`config.mk`:
```
export PLATFORM = sky130hd
export DESIGN_NAME = sdram_arbiter
export DESIGN_NICKNAME = d
export VERILOG_FILES = /design/src/rtl/sdram_pkg.sv /design/src/rtl/sdram_client_latch.sv /design/src/rtl/sdram_arbiter.sv
export SDC_FILE = /design/constraint.sdc
export NUM_CORES = 1
export LEC_CHECK = 0
export ABC_AREA = 0
export CORE_UTILIZATION = 48
export DETAILED_ROUTE_END_ITERATION = 16
export PLACE_DENSITY = 0.89
export SYNTH_ARGS = -nofsm -noshare
export SYNTH_HDL_FRONTEND = slang
export SYNTH_SLANG_ARGS = --single-unit
export TNS_END_PERCENT = 100
```
`constraint.sdc`:
```
create_clock -name clk -period 2.2 [get_ports clk]
set_clock_uncertainty 0.1 [all_clocks]
set_input_delay 0.55 -clock clk [delete_from_list [all_inputs] [get_ports clk]]
set_output_delay 0.55 -clock clk [all_outputs]
set_load 0.01 [all_outputs]
```
`src/rtl/sdram_pkg.sv`:
```
// Shared types and widths for the SDRAM arbiter and the controller it drives.
package sdram_pkg;

    localparam int ADDR_W = 25;
    localparam int DATA_W = 16;
    localparam int BE_W   = 2;
    localparam int Q_W    = 32;

    typedef enum logic [1:0] {
        ST_IDLE      = 2'd0,
        ST_ISSUE     = 2'd1,
        ST_WAIT_BUSY = 2'd2,
        ST_WAIT_DONE = 2'd3
    } state_e;

    typedef enum logic {
        OP_READ  = 1'b0,
        OP_WRITE = 1'b1
    } op_e;

    typedef enum logic {
        PORT_0 = 1'b0,
        PORT_1 = 1'b1
    } port_e;

endpackage

```
`src/rtl/sdram_client_latch.sv`:
```
// Per-client request holder: captures one command and keeps it until the arbiter clears it.
module sdram_client_latch
    import sdram_pkg::*;
(
    input  logic              clk,
    input  logic              reset_n,
    input  logic [ADDR_W-1:0] addr,
    input  logic [DATA_W-1:0] data,
    input  logic [BE_W-1:0]   byte_en,
    input  logic              wr_req,
    input  logic              rd_req,
    input  logic              clear,
    output logic              ready,
    output logic              pending,
    output logic [ADDR_W-1:0] lat_addr,
    output logic [DATA_W-1:0] lat_data,
    output logic [BE_W-1:0]   lat_byte_en,
    output op_e               lat_op
);

    logic              pending_q, pending_d;
    logic [ADDR_W-1:0] addr_q, addr_d;
    logic [DATA_W-1:0] data_q, data_d;
    logic [BE_W-1:0]   be_q, be_d;
    op_e               op_q, op_d;

    // Capture when free (write beats read), release on clear.
    always_comb begin
        pending_d = pending_q;
        addr_d    = addr_q;
        data_d    = data_q;
        be_d      = be_q;
        op_d      = op_q;
        if (!pending_q) begin
            if (wr_req) begin
                pending_d = 1'b1;
                addr_d    = addr;
                data_d    = data;
                be_d      = byte_en;
                op_d      = OP_WRITE;
            end else if (rd_req) begin
                pending_d = 1'b1;
                addr_d    = addr;
                data_d    = data;
                be_d      = byte_en;
                op_d      = OP_READ;
            end else begin
                pending_d = 1'b0;
            end
        end else if (clear) begin
            pending_d = 1'b0;
        end else begin
            pending_d = 1'b1;
        end
    end

    // Latch state registers.
    always_ff @(posedge clk or negedge reset_n) begin
        if (!reset_n) begin
            pending_q <= 1'b0;
            addr_q    <= {ADDR_W{1'b0}};
            data_q    <= {DATA_W{1'b0}};
            be_q      <= {BE_W{1'b0}};
            op_q      <= OP_READ;
        end else begin
            pending_q <= pending_d;
            addr_q    <= addr_d;
            data_q    <= data_d;
            be_q      <= be_d;
            op_q      <= op_d;
        end
    end

    assign ready       = ~pending_q;
    assign pending     = pending_q;
    assign lat_addr    = addr_q;
    assign lat_data    = data_q;
    assign lat_byte_en = be_q;
    assign lat_op      = op_q;

endmodule

```
`src/rtl/sdram_arbiter.sv`:
```
// Two-client arbiter in front of a single SDRAM controller command port,
// with round-robin or fixed priority and a bounded wait for completion.
module sdram_arbiter
    import sdram_pkg::*;
#(
    parameter int ROUND_ROBIN    = 1,
    parameter int TIMEOUT_CYCLES = 255
) (
    input  logic              clk,
    input  logic              reset_n,
    input  logic [ADDR_W-1:0] c0_addr,
    input  logic [DATA_W-1:0] c0_data,
    input  logic [BE_W-1:0]   c0_byte_en,
    input  logic              c0_wr_req,
    input  logic              c0_rd_req,
    output logic              c0_ready,
    output logic [Q_W-1:0]    c0_q,
    output logic              c0_q_valid,
    output logic              c0_timeout,
    input  logic [ADDR_W-1:0] c1_addr,
    input  logic [DATA_W-1:0] c1_data,
    input  logic [BE_W-1:0]   c1_byte_en,
    input  logic              c1_wr_req,
    input  logic              c1_rd_req,
    output logic              c1_ready,
    output logic [Q_W-1:0]    c1_q,
    output logic              c1_q_valid,
    output logic              c1_timeout,
    output logic [ADDR_W-1:0] p0_addr,
    output logic [DATA_W-1:0] p0_data,
    output logic [BE_W-1:0]   p0_byte_en,
    output logic              p0_wr_req,
    output logic              p0_rd_req,
    input  logic [Q_W-1:0]    p0_q,
    input  logic              p0_ready,
    input  logic              init_complete
);

    localparam int               CNT_W     = $clog2(TIMEOUT_CYCLES + 1);
    localparam logic [CNT_W-1:0] CNT_LIMIT = CNT_W'(TIMEOUT_CYCLES);

    logic              pend0_s, pend1_s, clr0_s, clr1_s;
    logic [ADDR_W-1:0] l0_addr_s, l1_addr_s, sel_addr_s;
    logic [DATA_W-1:0] l0_data_s, l1_data_s, sel_data_s;
    logic [BE_W-1:0]   l0_be_s, l1_be_s, sel_be_s;
    op_e               l0_op_s, l1_op_s, sel_op_s, gnt_op_s;
    port_e             sel_port_s;
    logic [CNT_W-1:0]  cnt_inc_s;

    state_e            state_q, state_d;
    port_e             grant_q, grant_d, last_grant_q, last_grant_d;
    logic [CNT_W-1:0]  cnt_q, cnt_d;
    logic [ADDR_W-1:0] p0_addr_q, p0_addr_d;
    logic [DATA_W-1:0] p0_data_q, p0_data_d;
    logic [BE_W-1:0]   p0_be_q, p0_be_d;
    logic              p0_wr_q, p0_wr_d, p0_rd_q, p0_rd_d;
    logic [Q_W-1:0]    c0_rdata_q, c0_rdata_d, c1_rdata_q, c1_rdata_d;
    logic              c0_qv_q, c0_qv_d, c1_qv_q, c1_qv_d;
    logic              c0_to_q, c0_to_d, c1_to_q, c1_to_d;

    sdram_client_latch u_latch0 (
        .clk(clk), .reset_n(reset_n), .addr(c0_addr), .data(c0_data), .byte_en(c0_byte_en),
        .wr_req(c0_wr_req), .rd_req(c0_rd_req), .clear(clr0_s), .ready(c0_ready),
        .pending(pend0_s), .lat_addr(l0_addr_s), .lat_data(l0_data_s),
        .lat_byte_en(l0_be_s), .lat_op(l0_op_s)
    );

    sdram_client_latch u_latch1 (
        .clk(clk), .reset_n(reset_n), .addr(c1_addr), .data(c1_data), .byte_en(c1_byte_en),
        .wr_req(c1_wr_req), .rd_req(c1_rd_req), .clear(clr1_s), .ready(c1_ready),
        .pending(pend1_s), .lat_addr(l1_addr_s), .lat_data(l1_data_s),
        .lat_byte_en(l1_be_s), .lat_op(l1_op_s)
    );

    assign cnt_inc_s = cnt_q + CNT_W'(1);

    // Winner selection; on a tie round-robin favours the port not served last.
    always_comb begin
        if (pend0_s && pend1_s) begin
            sel_port_s = ((ROUND_ROBIN != 0) && (last_grant_q == PORT_0)) ? PORT_1 : PORT_0;
        end else if (pend1_s) begin
            sel_port_s = PORT_1;
        end else begin
            sel_port_s = PORT_0;
        end
        sel_addr_s = (sel_port_s == PORT_0) ? l0_addr_s : l1_addr_s;
        sel_data_s = (sel_port_s == PORT_0) ? l0_data_s : l1_data_s;
        sel_be_s   = (sel_port_s == PORT_0) ? l0_be_s   : l1_be_s;
        sel_op_s   = (sel_port_s == PORT_0) ? l0_op_s   : l1_op_s;
        gnt_op_s   = (grant_q == PORT_0)    ? l0_op_s   : l1_op_s;
    end

    // Next-state, command and client-response logic.
    always_comb begin
        state_d      = state_q;
        grant_d      = grant_q;
        last_grant_d = last_grant_q;
        cnt_d        = cnt_q;
        p0_addr_d    = p0_addr_q;
        p0_data_d    = p0_data_q;
        p0_be_d      = p0_be_q;
        p0_wr_d      = 1'b0;
        p0_rd_d      = 1'b0;
        c0_rdata_d   = c0_rdata_q;
        c1_rdata_d   = c1_rdata_q;
        c0_qv_d      = 1'b0;
        c1_qv_d      = 1'b0;
        c0_to_d      = 1'b0;
        c1_to_d      = 1'b0;
        clr0_s       = 1'b0;
        clr1_s       = 1'b0;
        if (!init_complete) begin
            state_d = ST_IDLE;
        end else begin
            case (state_q)
                ST_IDLE: begin
                    if (p0_ready && (pend0_s || pend1_s)) begin
                        state_d      = ST_ISSUE;
                        grant_d      = sel_port_s;
                        last_grant_d = sel_port_s;
                        p0_addr_d    = sel_addr_s;
                        p0_data_d    = sel_data_s;
                        p0_be_d      = sel_be_s;
                        p0_wr_d      = (sel_op_s == OP_WRITE);
                        p0_rd_d      = (sel_op_s == OP_READ);
                    end else begin
                        state_d = ST_IDLE;
                    end
                end
                ST_ISSUE: begin
                    state_d = ST_WAIT_BUSY;
                    cnt_d   = {CNT_W{1'b0}};
                end
                ST_WAIT_BUSY, ST_WAIT_DONE: begin
                    cnt_d = cnt_inc_s;
                    // Completion wins over a timeout landing on the same cycle.
                    if ((state_q == ST_WAIT_DONE) && p0_ready) begin
                        state_d = ST_IDLE;
                        clr0_s  = (grant_q == PORT_0);
                        clr1_s  = (grant_q == PORT_1);
                        if (gnt_op_s == OP_READ) begin
                            if (grant_q == PORT_0) begin
                                c0_rdata_d = p0_q;
                                c0_qv_d    = 1'b1;
                            end else begin
                                c1_rdata_d = p0_q;
                                c1_qv_d    = 1'b1;
                            end
                        end else begin
                            c0_qv_d = 1'b0;
                        end
                    end else if (cnt_inc_s == CNT_LIMIT) begin
                        state_d = ST_IDLE;
                        clr0_s  = (grant_q == PORT_0);
                        clr1_s  = (grant_q == PORT_1);
                        c0_to_d = (grant_q == PORT_0);
                        c1_to_d = (grant_q == PORT_1);
                    end else if ((state_q == ST_WAIT_BUSY) && !p0_ready) begin
                        state_d = ST_WAIT_DONE;
                    end else begin
                        state_d = state_q;
                    end
                end
                default: begin
                    state_d = ST_IDLE;
                end
            endcase
        end
    end

    // Arbiter state and registered outputs.
    always_ff @(posedge clk or negedge reset_n) begin
        if (!reset_n) begin
            state_q      <= ST_IDLE;
            grant_q      <= PORT_0;
            last_grant_q <= PORT_1;
            cnt_q        <= {CNT_W{1'b0}};
            p0_addr_q    <= {ADDR_W{1'b0}};
            p0_data_q    <= {DATA_W{1'b0}};
            p0_be_q      <= {BE_W{1'b0}};
            p0_wr_q      <= 1'b0;
            p0_rd_q      <= 1'b0;
            c0_rdata_q   <= {Q_W{1'b0}};
            c1_rdata_q   <= {Q_W{1'b0}};
            c0_qv_q      <= 1'b0;
            c1_qv_q      <= 1'b0;
            c0_to_q      <= 1'b0;
            c1_to_q      <= 1'b0;
        end else begin
            state_q      <= state_d;
            grant_q      <= grant_d;
            last_grant_q <= last_grant_d;
            cnt_q        <= cnt_d;
            p0_addr_q    <= p0_addr_d;
            p0_data_q    <= p0_data_d;
            p0_be_q      <= p0_be_d;
            p0_wr_q      <= p0_wr_d;
            p0_rd_q      <= p0_rd_d;
            c0_rdata_q   <= c0_rdata_d;
            c1_rdata_q   <= c1_rdata_d;
            c0_qv_q      <= c0_qv_d;
            c1_qv_q      <= c1_qv_d;
            c0_to_q      <= c0_to_d;
            c1_to_q      <= c1_to_d;
        end
    end

    assign p0_addr    = p0_addr_q;
    assign p0_data    = p0_data_q;
    assign p0_byte_en = p0_be_q;
    assign p0_wr_req  = p0_wr_q;
    assign p0_rd_req  = p0_rd_q;
    assign c0_q       = c0_rdata_q;
    assign c1_q       = c1_rdata_q;
    assign c0_q_valid = c0_qv_q;
    assign c1_q_valid = c1_qv_q;
    assign c0_timeout = c0_to_q;
    assign c1_timeout = c1_to_q;

endmodule

```
# Word level (Yosys, flattened, before mapping)
# Index checks and enable logic that the tools add are counted.
dict set report totals {
  inputBits 126
  word_cells 122
  reg_bits 215
  out_inout_bits 115
}
dict set report op_classes {
  addsub 1
  n_eq_ne 5
  n_reduce_logical 17
  n_bitwise 5
  mux 69
}
# cell count
set ops {}
lappend ops {{25-bit two-way mux} 5}
lappend ops {{16-bit two-way mux} 5}
lappend ops {{1-bit two-way mux} 48}
lappend ops {{2-bit two-way mux} 9}
lappend ops {{8-bit one-hot mux with 2 select lines} 1}
lappend ops {{5-bit AND reduction} 2}
lappend ops {{8-bit by 1-bit adder with 8-bit output (second input constant)} 1}
lappend ops {{8-bit == test (second input constant)} 1}
lappend ops {{2-bit one-hot mux with 3 select lines} 1}
lappend ops {{2-bit AND reduction} 3}
lappend ops {{2-bit nonzero test} 3}
lappend ops {{5-bit != test (second input constant)} 1}
lappend ops {{1-bit inverter} 5}
lappend ops {{2-bit == test (second input constant)} 2}
lappend ops {{1-bit logical AND} 4}
lappend ops {{3-bit AND reduction} 1}
lappend ops {{2-bit by 1-bit == test with 1-bit output (second input constant)} 1}
lappend ops {{2-bit zero test} 1}
lappend ops {{2-bit OR reduction} 1}
lappend ops {{1-bit zero test} 1}
lappend ops {{1-bit logical OR} 1}

# Logic depth before layout (Yosys ltp)
# Gate-level depths: netlist (run 1).
dict set report depth {
  depth_word 8
  mapped_depth 7
  mapped_depth_nobuf 5
}

# By module
# From an unflattened synthesis (run 1), not the netlist that was laid out.
dict set report hier_totals {
  hier_cells 613
  area_unflattened_um2 9006.1
}
# mod cells_each seq_area_each_um2 n_inst area_each_um2
set by_module_without_submodules {}
lappend by_module_without_submodules {sdram_arbiter 417 3129.3 1 5300.1}
lappend by_module_without_submodules {sdram_client_latch 98 1126.1 2 1853.0}

# Least setup slack after synthesis (run 1)
# Ideal clock, no wire load.
dict set report synth_timing {
  path_kind {register -> register}
  from {register cnt_q[0]}
  to {register u_latch0.pending_q (netlist: u_latch0.pending)}
  period_less_slack_ps 1891
  path_slack_ps 309
  setup_ps 145
  t_required_ps 1955
  path_buffers 0
  arrival_time_ps 1645
  path_stages_with_launch 6
  cell_sequence {dfrtp_1 ha_1 nand3_2 or3_4 a2111oi_4 a41oi_1}
}
dict set report synth_via {
  elab_chain_cells 8
}
# element line_no
set synth_rtl {}
lappend synth_rtl {{start, declared} sdram_arbiter.sv:52} ;# logic [CNT_W-1:0] cnt_q, cnt_d;
lappend synth_rtl {{start signal, assigned} sdram_arbiter.sv:177} ;# cnt_q <= {CNT_W{1'b0}};
lappend synth_rtl {{start signal, assigned} sdram_arbiter.sv:193} ;# cnt_q <= cnt_d;
lappend synth_rtl {{8-bit by 1-bit adder with 8-bit output} sdram_arbiter.sv:75} ;# assign cnt_inc_s = cnt_q + CNT_W'(1);
lappend synth_rtl {{8-bit == test} sdram_arbiter.sv:152} ;# end else if (cnt_inc_s == CNT_LIMIT) begin
lappend synth_rtl {{1-bit two-way mux} sdram_arbiter.sv:152}
lappend synth_rtl {{1-bit two-way mux} sdram_arbiter.sv:137} ;# if ((state_q == ST_WAIT_DONE) && p0_ready) begin
lappend synth_rtl {{1-bit two-way mux} sdram_arbiter.sv:115} ;# case (state_q)
lappend synth_rtl {{1-bit two-way mux} sdram_arbiter.sv:112} ;# if (!init_complete) begin
lappend synth_rtl {{1-bit two-way mux} sdram_client_latch.sv:50} ;# end else if (clear) begin
lappend synth_rtl {{1-bit two-way mux} sdram_client_latch.sv:34} ;# if (!pending_q) begin
lappend synth_rtl {{named net u_latch0.pending_d} sdram_client_latch.sv:21} ;# logic pending_q, pending_d;
lappend synth_rtl {{end signal, assigned} sdram_client_latch.sv:66} ;# pending_q <= pending_d;
lappend synth_rtl {{end, declared} sdram_client_latch.sv:21}
# The timed path passes the listed nets, and every way through them passes these cells.
# A chain may end at the register's enable or synchronous reset.

# Worst setup path after layout (run 1)
dict set report layout_timing {
  from {register p0_data_q[13] (netlist: p0_data[13])}
  to {output p0_data[13]}
}
# element line_no
set layout_rtl {}
lappend layout_rtl {{start, declared} sdram_arbiter.sv:54} ;# logic [DATA_W-1:0] p0_data_q, p0_data_d;
lappend layout_rtl {{start signal, assigned} sdram_arbiter.sv:179} ;# p0_data_q <= {DATA_W{1'b0}};
lappend layout_rtl {{start signal, assigned} sdram_arbiter.sv:195} ;# p0_data_q <= p0_data_d;
lappend layout_rtl {{end, declared} sdram_arbiter.sv:30} ;# output logic [DATA_W-1:0] p0_data,
# No word-level cell between the ends.

==> impl_results.md, run 1 <==
- Die height: 135 um
- Synth Cell Area: 0.00854 mm^2
- Power Total: 12.3 mW
- FMAX: 0.480 GHz
- Number of port buffers: 240
- Worst slew margin: 58.0%
- CTS tree: done
- Max Slew Vio Count: 0
- Leading cell type in the layout, fill and taps excluded: clkdlybuf4s50_1
- Area growth, synth to finish: 44.1%
- Vias/cell: 5.26
- DRT Pass-1 Iters: 4
- Post-Synth XOR/XNOR Area: 0.308%
- Slowest CP cell: clkdlybuf4s50_1
- Routability Congestion: 0.788
- Leak: 5.67 nW
- Synth cell types: 38
- Worst-skew pair later-pin latency: 0.50 ns
- Fin Setup TNS: 0 ns
- Clock-pin slew on the worst setup and hold paths: 0.06 ns
- Htree depth: 1
- Core Util, Final: 70.8%
- Compound-gate portion of the synthesized area: 4.91%
- Largest net degree at the start of global routing: 69
- Placeable Area: 0.0174 mm^2
- Most frequent cells in the layout: clkdlybuf4s50_1, dfrtp_1, mux2_2, nand2_1, o21ai_0
- Sequential share of the synthesized area: 63.0%
- Crit path arrival time: 1.43 ns
- Clk buf depth: 3
- Largest family of logic cells by synthesized area: multiplexers
- Fin. Hold Viols: 0
- GRT overflow: 0
- Mux cell area share after synthesis: 25.2%
- Post-Synthesis Cells: 604
- Die width: 135 um
- Clock sink count: 215
- Post-Route WL: 20200 um
- Initial antenna violation count: 1
- Max-Cap Viols: 0
- Via count: 5815
- WP buf/inv: 1
- DRC Markers: 0
- Fillcell total: 1130
- Crit-path cells: clkdlybuf4s50_1
- Vias in the first global route: 6207
- Crit path max fanout: 2
- Syn avg cell area: 14.1 um^2
- Layout Nets: 996
- Slew @ Worst Pin: 0.631 ns
- Drt initial violations: 168
- WHS: 0.379 ns
- Crit Path Category: reg -> out
- Number of synthesized register bits: 215
- Critical path's largest stage delay: 0.58 ns
- Syn nets: 732
- CP delay by family, top: buffers and inverters
- Cell row count: 48
- Req. time, crit path: 1.55 ns
- CP endpoint kind: output port
- Gr usage total: 22.6%
- Synth Area in Adders: 0.293%
- Tcrit/Tclk final: 94.7%
- Register area: 0.00538 mm^2
- Synth warn: 0
- Worst Hold Class: reg -> reg
- CTS Root Cell: clkbuf_16
- Crit path time final: 2.08 ns
- HPWL Detailed: 13800 um
- Starting density of the core: 49.2%
- Die area: 0.0183 mm^2
- Post-DR wirelength/cell: 18.3 um
- Status: completed
- Ant diodes: 0
- RSZ-0062 raised after global routing: no
- First-pass GRT wire length: 32100 um
- CP startpoint kind: flip-flop
- VDD IR max: 0.000771 V
- Post-route ant nets: 0
- Simple logic cell fraction of the synthesized area: 4.09%
- CTS Buf Count: 23
- PD cells: 1000 mW/mm^2
- Total I/O pin count: 241
- Setup-failing EPs final: 0
- Multi-input gate area: 0.00302 mm^2
- Ratio of cells with drive above 1 in the final layout: 26.3%
cell usage after synthesis, drive strengths merged:
master | n | area, um^2
dfrtp | 214 | 5360
a211oi | 1 | 7.51
mux2 | 152 | 1710
and3b | 1 | 8.76
clkbuf | 13 | 50.0
nor2 | 6 | 22.5
a31oi | 1 | 6.26
ha | 2 | 25.0
nor2b | 1 | 6.26
o2111ai | 1 | 8.76
o21ai | 52 | 260
a41oi | 1 | 8.76
a22o | 1 | 8.76
and4b | 1 | 10.0
o2111a | 1 | 11.3
xor2 | 2 | 17.5
or3 | 1 | 11.3
nand3b | 1 | 7.51
o311a | 1 | 10.0
a21oi | 2 | 10.0
nand4 | 2 | 12.5
and2 | 1 | 6.26
inv | 4 | 15.0
xnor2 | 1 | 8.76
o21bai | 3 | 22.5
a2111oi | 1 | 27.5
dfstp | 1 | 26.3
a21o | 1 | 7.51
nand3 | 6 | 35.0
o31ai | 4 | 30.0
mux2i | 44 | 440
and3 | 3 | 18.8
nand2 | 56 | 210
buf | 22 | 118
cell families (layout without fill, tap and decap cells):
| kind of cell | after synthesis | after routing |
|---|---|---|
| AO/OA/AOI/OAI | 70 | 70 |
| XOR/XNOR | 3 | 3 |
| adder cells (fa/ha/maj) | 2 | 2 |
| buffers and inverters | 39 | 316 |
| flip-flops | 215 | 215 |
| multiplexers | 196 | 196 |
| AND/OR/NAND/NOR | 79 | 79 |
where the power goes:
part / total [mW] / leakage [nW] / switching (mW) / internal (mW)
clock network: 3.91 / 0.370 / 1.52 / 2.39
registers: 5.37 / 2.74 / 0.517 / 4.85
logic: 3.03 / 2.55 / 1.22 / 1.81
total: 12.3 / 5.67 / 3.26 / 9.06
final timing paths:
path / to / slack, ns / cells after the start / from
min reg2reg: p0_data[14]$_DFFE_PN0P_ / 0.38 / 2 / p0_data[14]$_DFFE_PN0P_
min: p0_data[14]$_DFFE_PN0P_ / 0.38 / 2 / p0_data[14]$_DFFE_PN0P_
max: p0_data[13] / 0.12 / 1 / p0_data[13]$_DFFE_PN0P_
max in group asynchronous: p0_data[7]$_DFFE_PN0P_ / 0.82 / 3 / reset_n
min in group asynchronous: u_latch0.lat_addr[18]$_DFFE_PN0P_ / 0.51 / 2 / reset_n
max reg2reg: u_latch0.pending$_DFF_PN0_ / 0.13 / 5 / cnt_q[1]$_DFFE_PN0P_
per-stage QoR:
step           setup WS, ns  instance area [um^2]  instances
2_1_floorplan         0.309                  8540        604
3_3_place_gp        -0.0995                 11500       1066
3_5_place_dp         -0.116                 11500       1066
4_1_cts              0.0434                 12300       1106
5_1_grt              0.0279                 12300       1106
6_report              0.117                 12300       1106
timing repair:
item                       CTS  global route
hold endpoints to repair    53             0
setup buffers                1             0
pin swaps                    0             1
setup endpoints to repair    2             3
gates resized for setup      4             1
hold buffers                 1             0
flip-flops by register name, summed over array words and instances, names as in the netlist, 2 cells and up:
signal / flops
p0_byte_en: 2
p0_addr: 25
u_latch1.lat_addr: 25
u_latch0.lat_data: 16
u_latch0.lat_addr: 25
p0_data: 16
c0_q: 32
state_q: 2
cnt_q: 8
u_latch0.lat_byte_en: 2
c1_q: 32
u_latch1.lat_data: 16
u_latch1.lat_byte_en: 2
cell type report:
type / instances / area share (%)
sequential: 215 / 43.8
multi-input combinational: 350 / 24.6
timing repair buffer: 274 / 23.0
clock buffer: 30 / 5.22
tap: 225 / 2.29
clock inverter: 8 / 1.01
inverter: 4 / 0.122
per-layer routing:
metal / track usage, % / vias up / wire [um] / part of all wire, %
met3: 7.59 / 31 / 1930 / 9.5
met1: 26.3 / 2902 / 7780 / 38
met2: 39.6 / 217 / 10100 / 50
met5: 0 / - / 13 / 0.064
met4: 6.24 / 2 / 376 / 1.9
li1: - / 2663 / - / -
Power figures use the tool's default switching activity.
==> run 2, diff against run 1 <==
Settings changed: CAP_MARGIN set to 20, CELL_PAD_IN_SITES_DETAIL_PLACEMENT set to 0, CELL_PAD_IN_SITES_GLOBAL_PLACEMENT set to 2, CORE_UTILIZATION 48 to 42, DONT_BUFFER_PORTS set to 1, PLACE_DENSITY 0.89 to 0.88.
==> impl_results.md, run 2 (same netlist as run 1, synthesis figures left out) <==
- Post-route cell area: 0.00968 mm^2 (-21%)
- RSZ-0062 raised after global routing: no
- Crit-path cells: ha_1 -> nand3_2 -> or3_4 -> a2111oi_4 -> a41oi_1
- Crit path time final: 2.08 ns (-0.00320 ns)
- Die area: 0.0209 mm^2 (+14%)
- Post-Route WL: 18000 um (-11%)
- Multi-input gate area: 0.00302 mm^2 (unchanged)
- Postcts setup bufs: 0 (-1)
- Fin. Hold Viols: 215 (+215)
- Worst Hold Class: in -> async
- Crit path arrival time: 2.34 ns (+0.91 ns)
- Area growth, synth to finish: 13.4%
- Setup-failing EPs final: 0 (unchanged)
- Max-Cap Viols: 0 (unchanged)
- Vias/cell: 5.34 (+1.5%)
- Status: finished, violations left
- Leading cell type in the layout, fill and taps excluded: dfrtp_1
- Tcrit/Tclk final: 94.5% (-0.15 points)
- First-pass GRT wire length: 26500 um (-18%)
- Die width: 145 um (+6.8%)
- Critical path's largest stage delay: 0.50 ns (-0.08 ns)
- Core Util, Final: 49.1% (-22 points)
- Fillcell total: 1656 (+47%)
- Layout Nets: 731 (-27%)
- Drt initial violations: 151 (-10%)
- PD cells: 1140 mW/mm^2 (+14%)
- Starting density of the core: 43.3% (-5.9 points)
- Worst slew margin: 58.5% (+0.54 points)
- Non-Filler Instances: 885 (-20%)
- Post-DP Area: 0.00889 mm^2 (-23%)
- Post-cts resize count: 0 (-4)
- WHS: -0.359 ns (-0.737 ns)
- Cell row count: 51 (+6.3%)
- Worst-skew pair later-pin latency: 0.51 ns (about the same)
- Post-route ant nets: 0 (unchanged)
- Ratio of cells with drive above 1 in the final layout: 33.3% (+6.9 points)
- Clock sink count: 215 (unchanged)
- VDD IR max: 0.000545 V (-29%)
- CP startpoint kind: flip-flop
- Place WS: 0.146 ns (+0.261 ns)
- Placeable Area: 0.0197 mm^2 (+14%)
- Clk buf depth: 3 (unchanged)
- Slowest CP cell: a2111oi_4
- HPWL Detailed: 12200 um (-11%)
- Initial antenna violation count: 4 (+3)
- Clock-pin slew on the worst setup and hold paths: 0.06 ns (about the same)
- Crit path max fanout: 6 (+4)
- Vias in the first global route: 4943 (-20%)
- Leak: 4.60 nW (-19%)
- DRT Pass-1 Iters: 4 (unchanged)
- Req. time, crit path: 2.46 ns (+0.91 ns)
- GRT overflow: 0 (unchanged)
- Via count: 4723 (-19%)
- Routability Congestion: 0.785 (-0.43%)
- CP delay by family, top: compound AO/OA/AOI/OAI gates
- Register area: 0.00538 mm^2 (about the same)
- Post-placement cell count: 842 (-21%)
- Die height: 145 um (+6.8%)
- CP endpoint kind: flip-flop
- Fin Setup TNS: 0 ns (unchanged)
- Setup WS post-layout: 0.120 ns (+0.00320 ns)
- Total I/O pin count: 241 (unchanged)
- Gr usage total: 16.6% (-6.0 points)
- Max Slew Vio Count: 0 (unchanged)
- CTS Buf Count: 24 (+4.3%)
- Power Total: 11.0 mW (-10%)
- Slew @ Worst Pin: 0.618 ns (-0.0122 ns)
- Crit Path Category: reg -> reg
- CTS Root Cell: clkbuf_16
- Most frequent cells in the layout: dfrtp_1, mux2_2, nand2_1, o21ai_0, mux2i_1
- Post-DR wirelength/cell: 20.3 um (+11%)
- CTS tree: done
- Largest net degree at the start of global routing: 216 (+210%)
- Htree depth: 1 (unchanged)
- WP buf/inv: 0 (-1)
- DRC Markers: 0 (unchanged)
- Number of port buffers: 0 (-100%)
- Failing checks: hold timing
- FMAX: 0.481 GHz (+0.15%)
-- run 2: cell count changes in the layout (fill, tap and decap cells not counted), moves of 2 or more --
cell	change
buf_12	-7
dfrtp_1	+2
dfrtp_2	-2
clkbuf_16	+2
clkdlybuf4s50_1	-237
buf_4	-18
bufinv_16	-2
-- run 2: cell type report --
| class | count | area share [%] |
|---|---|---|
| tap | 265 | 3.43 |
| clock inverter | 7 | 0.711 |
| multi-input combinational | 350 | 31.2 |
| inverter | 4 | 0.155 |
| clock buffer | 35 | 7.47 |
| antenna | 1 | 0.0258 |
| timing repair buffer | 8 | 1.40 |
| sequential | 215 | 55.6 |
-- run 2: path summary, 6_finish.rpt --
| kind | start | to | slack [ns] | cells after the start |
|---|---|---|---|---|
| min reg2reg | cnt_q[7]$_DFFE_PN0P_ | cnt_q[7]$_DFFE_PN0P_ | 0.38 | 1 |
| min in group clk | p0_ready | state_q[0]$_DFFE_PN0P_ | 0.05 | 1 |
| max in group asynchronous | reset_n | last_grant_q$_DFFE_PN1P_ | 2.01 | 0 |
| max reg2reg | cnt_q[0]$_DFFE_PN0P_ | u_latch0.pending$_DFF_PN0_ | 0.12 | 5 |
| max | cnt_q[0]$_DFFE_PN0P_ | u_latch0.pending$_DFF_PN0_ | 0.12 | 5 |
| min | reset_n | u_latch1.lat_addr[5]$_DFFE_PN0P_ | -0.36 | 0 |
-- run 2: routing by layer --
layer,GRT usage [%],part of all wire [%]
met4,4.65,2.1
met3,7.91,13
met5,0,0.067
met2,28.7,48
met1,17.9,37
-- run 2: report_power, final --
group          total, mW  switching (mW)  leakage [nW]  internal, mW
Combinational       1.45           0.608          1.47         0.837
Clock               3.90            1.51         0.387          2.39
Sequential          5.69           0.833          2.74          4.86
Total               11.0            2.95          4.60          8.08
==> run 3, diff against run 2 <==
Settings changed: CORE_MARGIN set to 3.
==> impl_results.md, run 3 (same netlist as run 1, synthesis figures left out) <==
- Status: finished, violations left
- Failing checks: hold timing
- Number of port buffers: 0 (unchanged)
- Area growth, synth to finish: 13.4% (unchanged)
- Leak: 4.60 nW (about the same)
- Layout Nets: 731 (unchanged)
- Total I/O pin count: 241 (unchanged)
- HPWL Detailed: 12700 um (+4.1%)
- VDD IR max: 0.000579 V (+6.3%)
- Fin Setup TNS: 0 ns (unchanged)
- Req. time, crit path: 2.44 ns (-0.02 ns)
- Die width: 149 um (+2.8%)
- Cell row count: 51 (unchanged)
- DRC Markers: 0 (unchanged)
- Largest net degree at the start of global routing: 216 (unchanged)
- Leading cell type in the layout, fill and taps excluded: dfrtp_1
- Max-Cap Viols: 0 (unchanged)
- Crit path arrival time: 2.30 ns (-0.04 ns)
- Post-Route WL: 18600 um (+3.6%)
- Fin. Hold Viols: 215 (unchanged)
- Most frequent cells in the layout: dfrtp_1, mux2_2, nand2_1, o21ai_0, mux2i_1
- CTS Buf Count: 23 (-4.2%)
- Multi-input gate area: 0.00302 mm^2 (unchanged)
- Tcrit/Tclk final: 93.5% (-1.0 points)
- Crit path time final: 2.06 ns (-0.0228 ns)
- Register area: 0.00538 mm^2 (unchanged)
- CTS tree: done
- Clk buf depth: 3 (unchanged)
- Post-cts resize count: 0 (unchanged)
- Ratio of cells with drive above 1 in the final layout: 33.5% (+0.22 points)
- Die height: 149 um (+2.8%)
- Clock-pin slew on the worst setup and hold paths: 0.06 ns (about the same)
- Initial antenna violation count: 4 (unchanged)
- Vias in the first global route: 5246 (+6.1%)
- GRT overflow: 0 (unchanged)
- Worst-skew pair later-pin latency: 0.50 ns (about the same)
- Gr usage total: 16.4% (-0.15 points)
- FMAX: 0.486 GHz (+1.1%)
- Setup-failing EPs final: 0 (unchanged)
- Via count: 4758 (+0.74%)
- Slew @ Worst Pin: 0.438 ns (-0.180 ns)
- Routability Congestion: 0.746 (-5.0%)
- Vias/cell: 5.39 (+0.97%)
- Postcts setup bufs: 0 (unchanged)
- Worst Hold Class: in -> async
- Post-DR wirelength/cell: 21.1 um (+3.8%)
- CP startpoint kind: flip-flop
- WHS: -0.352 ns (+0.00682 ns)
- Ant diodes: 0 (-1)
- CP endpoint kind: flip-flop
- Drt initial violations: 114 (-25%)
- First-pass GRT wire length: 29000 um (+9.5%)
- Die area: 0.0221 mm^2 (+5.6%)
- Post-route cell area: 0.00968 mm^2 (unchanged)
- Post-DP Area: 0.00888 mm^2 (about the same)
- Clock sink count: 215 (unchanged)
- RSZ-0062 raised after global routing: no
- Crit path max fanout: 6 (unchanged)
- Crit Path Category: reg -> reg
- Worst slew margin: 70.8% (+12 points)
- Fillcell total: 1676 (+1.2%)
- Starting density of the core: 43.3% (unchanged)
- DRT Pass-1 Iters: 5 (+1)
- Htree depth: 1 (unchanged)
- Post-route ant nets: 0 (unchanged)
- Placeable Area: 0.0197 mm^2 (unchanged)
- PD cells: 1150 mW/mm^2 (+0.90%)
- CTS Root Cell: clkbuf_16
- Max Slew Vio Count: 0 (unchanged)
==> run 3: cell type report <==
| class | instances | share of cell area (%) |
|---|---|---|
| clock buffers | 28 | 6.45 |
| clock inverters | 12 | 1.81 |
| inverters | 4 | 0.155 |
| multi-input cells | 350 | 31.2 |
| flip-flops and latches | 215 | 55.6 |
| well taps | 265 | 3.43 |
| repair buffers | 9 | 1.34 |
==> run 3: where the power goes <==
| group | total [mW] | switching (mW) | internal (mW) |
|---|---|---|---|
| registers | 5.70 | 0.843 | 4.85 |
| clock network | 4.01 | 1.52 | 2.49 |
| logic | 1.42 | 0.598 | 0.822 |
==> run 3: path summary, 6_finish.rpt <==
| kind | slack, ns | from | cells past startpoint | endpoint |
|---|---|---|---|---|
| max | 0.14 | cnt_q[0]$_DFFE_PN0P_ | 5 | u_latch1.pending$_DFF_PN0_ |
| min | -0.35 | reset_n | 0 | c0_q[25]$_DFFE_PN0P_ |
| max reg2reg | 0.14 | cnt_q[0]$_DFFE_PN0P_ | 5 | u_latch1.pending$_DFF_PN0_ |
| min reg2reg | 0.40 | cnt_q[7]$_DFFE_PN0P_ | 1 | cnt_q[7]$_DFFE_PN0P_ |
| max in group asynchronous | 2.10 | reset_n | 0 | last_grant_q$_DFFE_PN1P_ |
| min in group clk | 0.06 | p0_ready | 1 | state_q[0]$_DFFE_PN0P_ |
==> run 3: worst max-delay path: stages, from the launching register on <==
cell,delay (ns)
dfrtp_1,0.42
ha_1,0.26
nand3_2,0.11
or3_4,0.36
a2111oi_4,0.50
a31oi_1,0.16
==> run 3: layer usage <==
layer / global-route usage (%) / vias to the layer above / wire [um]
met5: 0 / - / 62
met4: 3.83 / 8 / 284
met3: 9.48 / 32 / 2820
met2: 27.2 / 235 / 8770
met1: 18.5 / 2356 / 6690
li1: - / 2127 / -
==> run 3: through the flow <==
| stage | setup WS, ns | util (%) | std cells | power, mW |
|---|---|---|---|---|
| 6_report | 0.143 | 49.1 | 883 | 11.1 |
| 5_1_grt | 0.0193 | 49.1 | 883 | 11.8 |
| 4_1_cts | 0.150 | 49.1 | 883 | 11.3 |
| 3_5_place_dp | 0.159 | 45.0 | 843 | 7.23 |
| 3_3_place_gp | 0.192 | 45.0 | 843 | 7.10 |
| 2_1_floorplan | 0.309 | - | 604 | 6.72 |
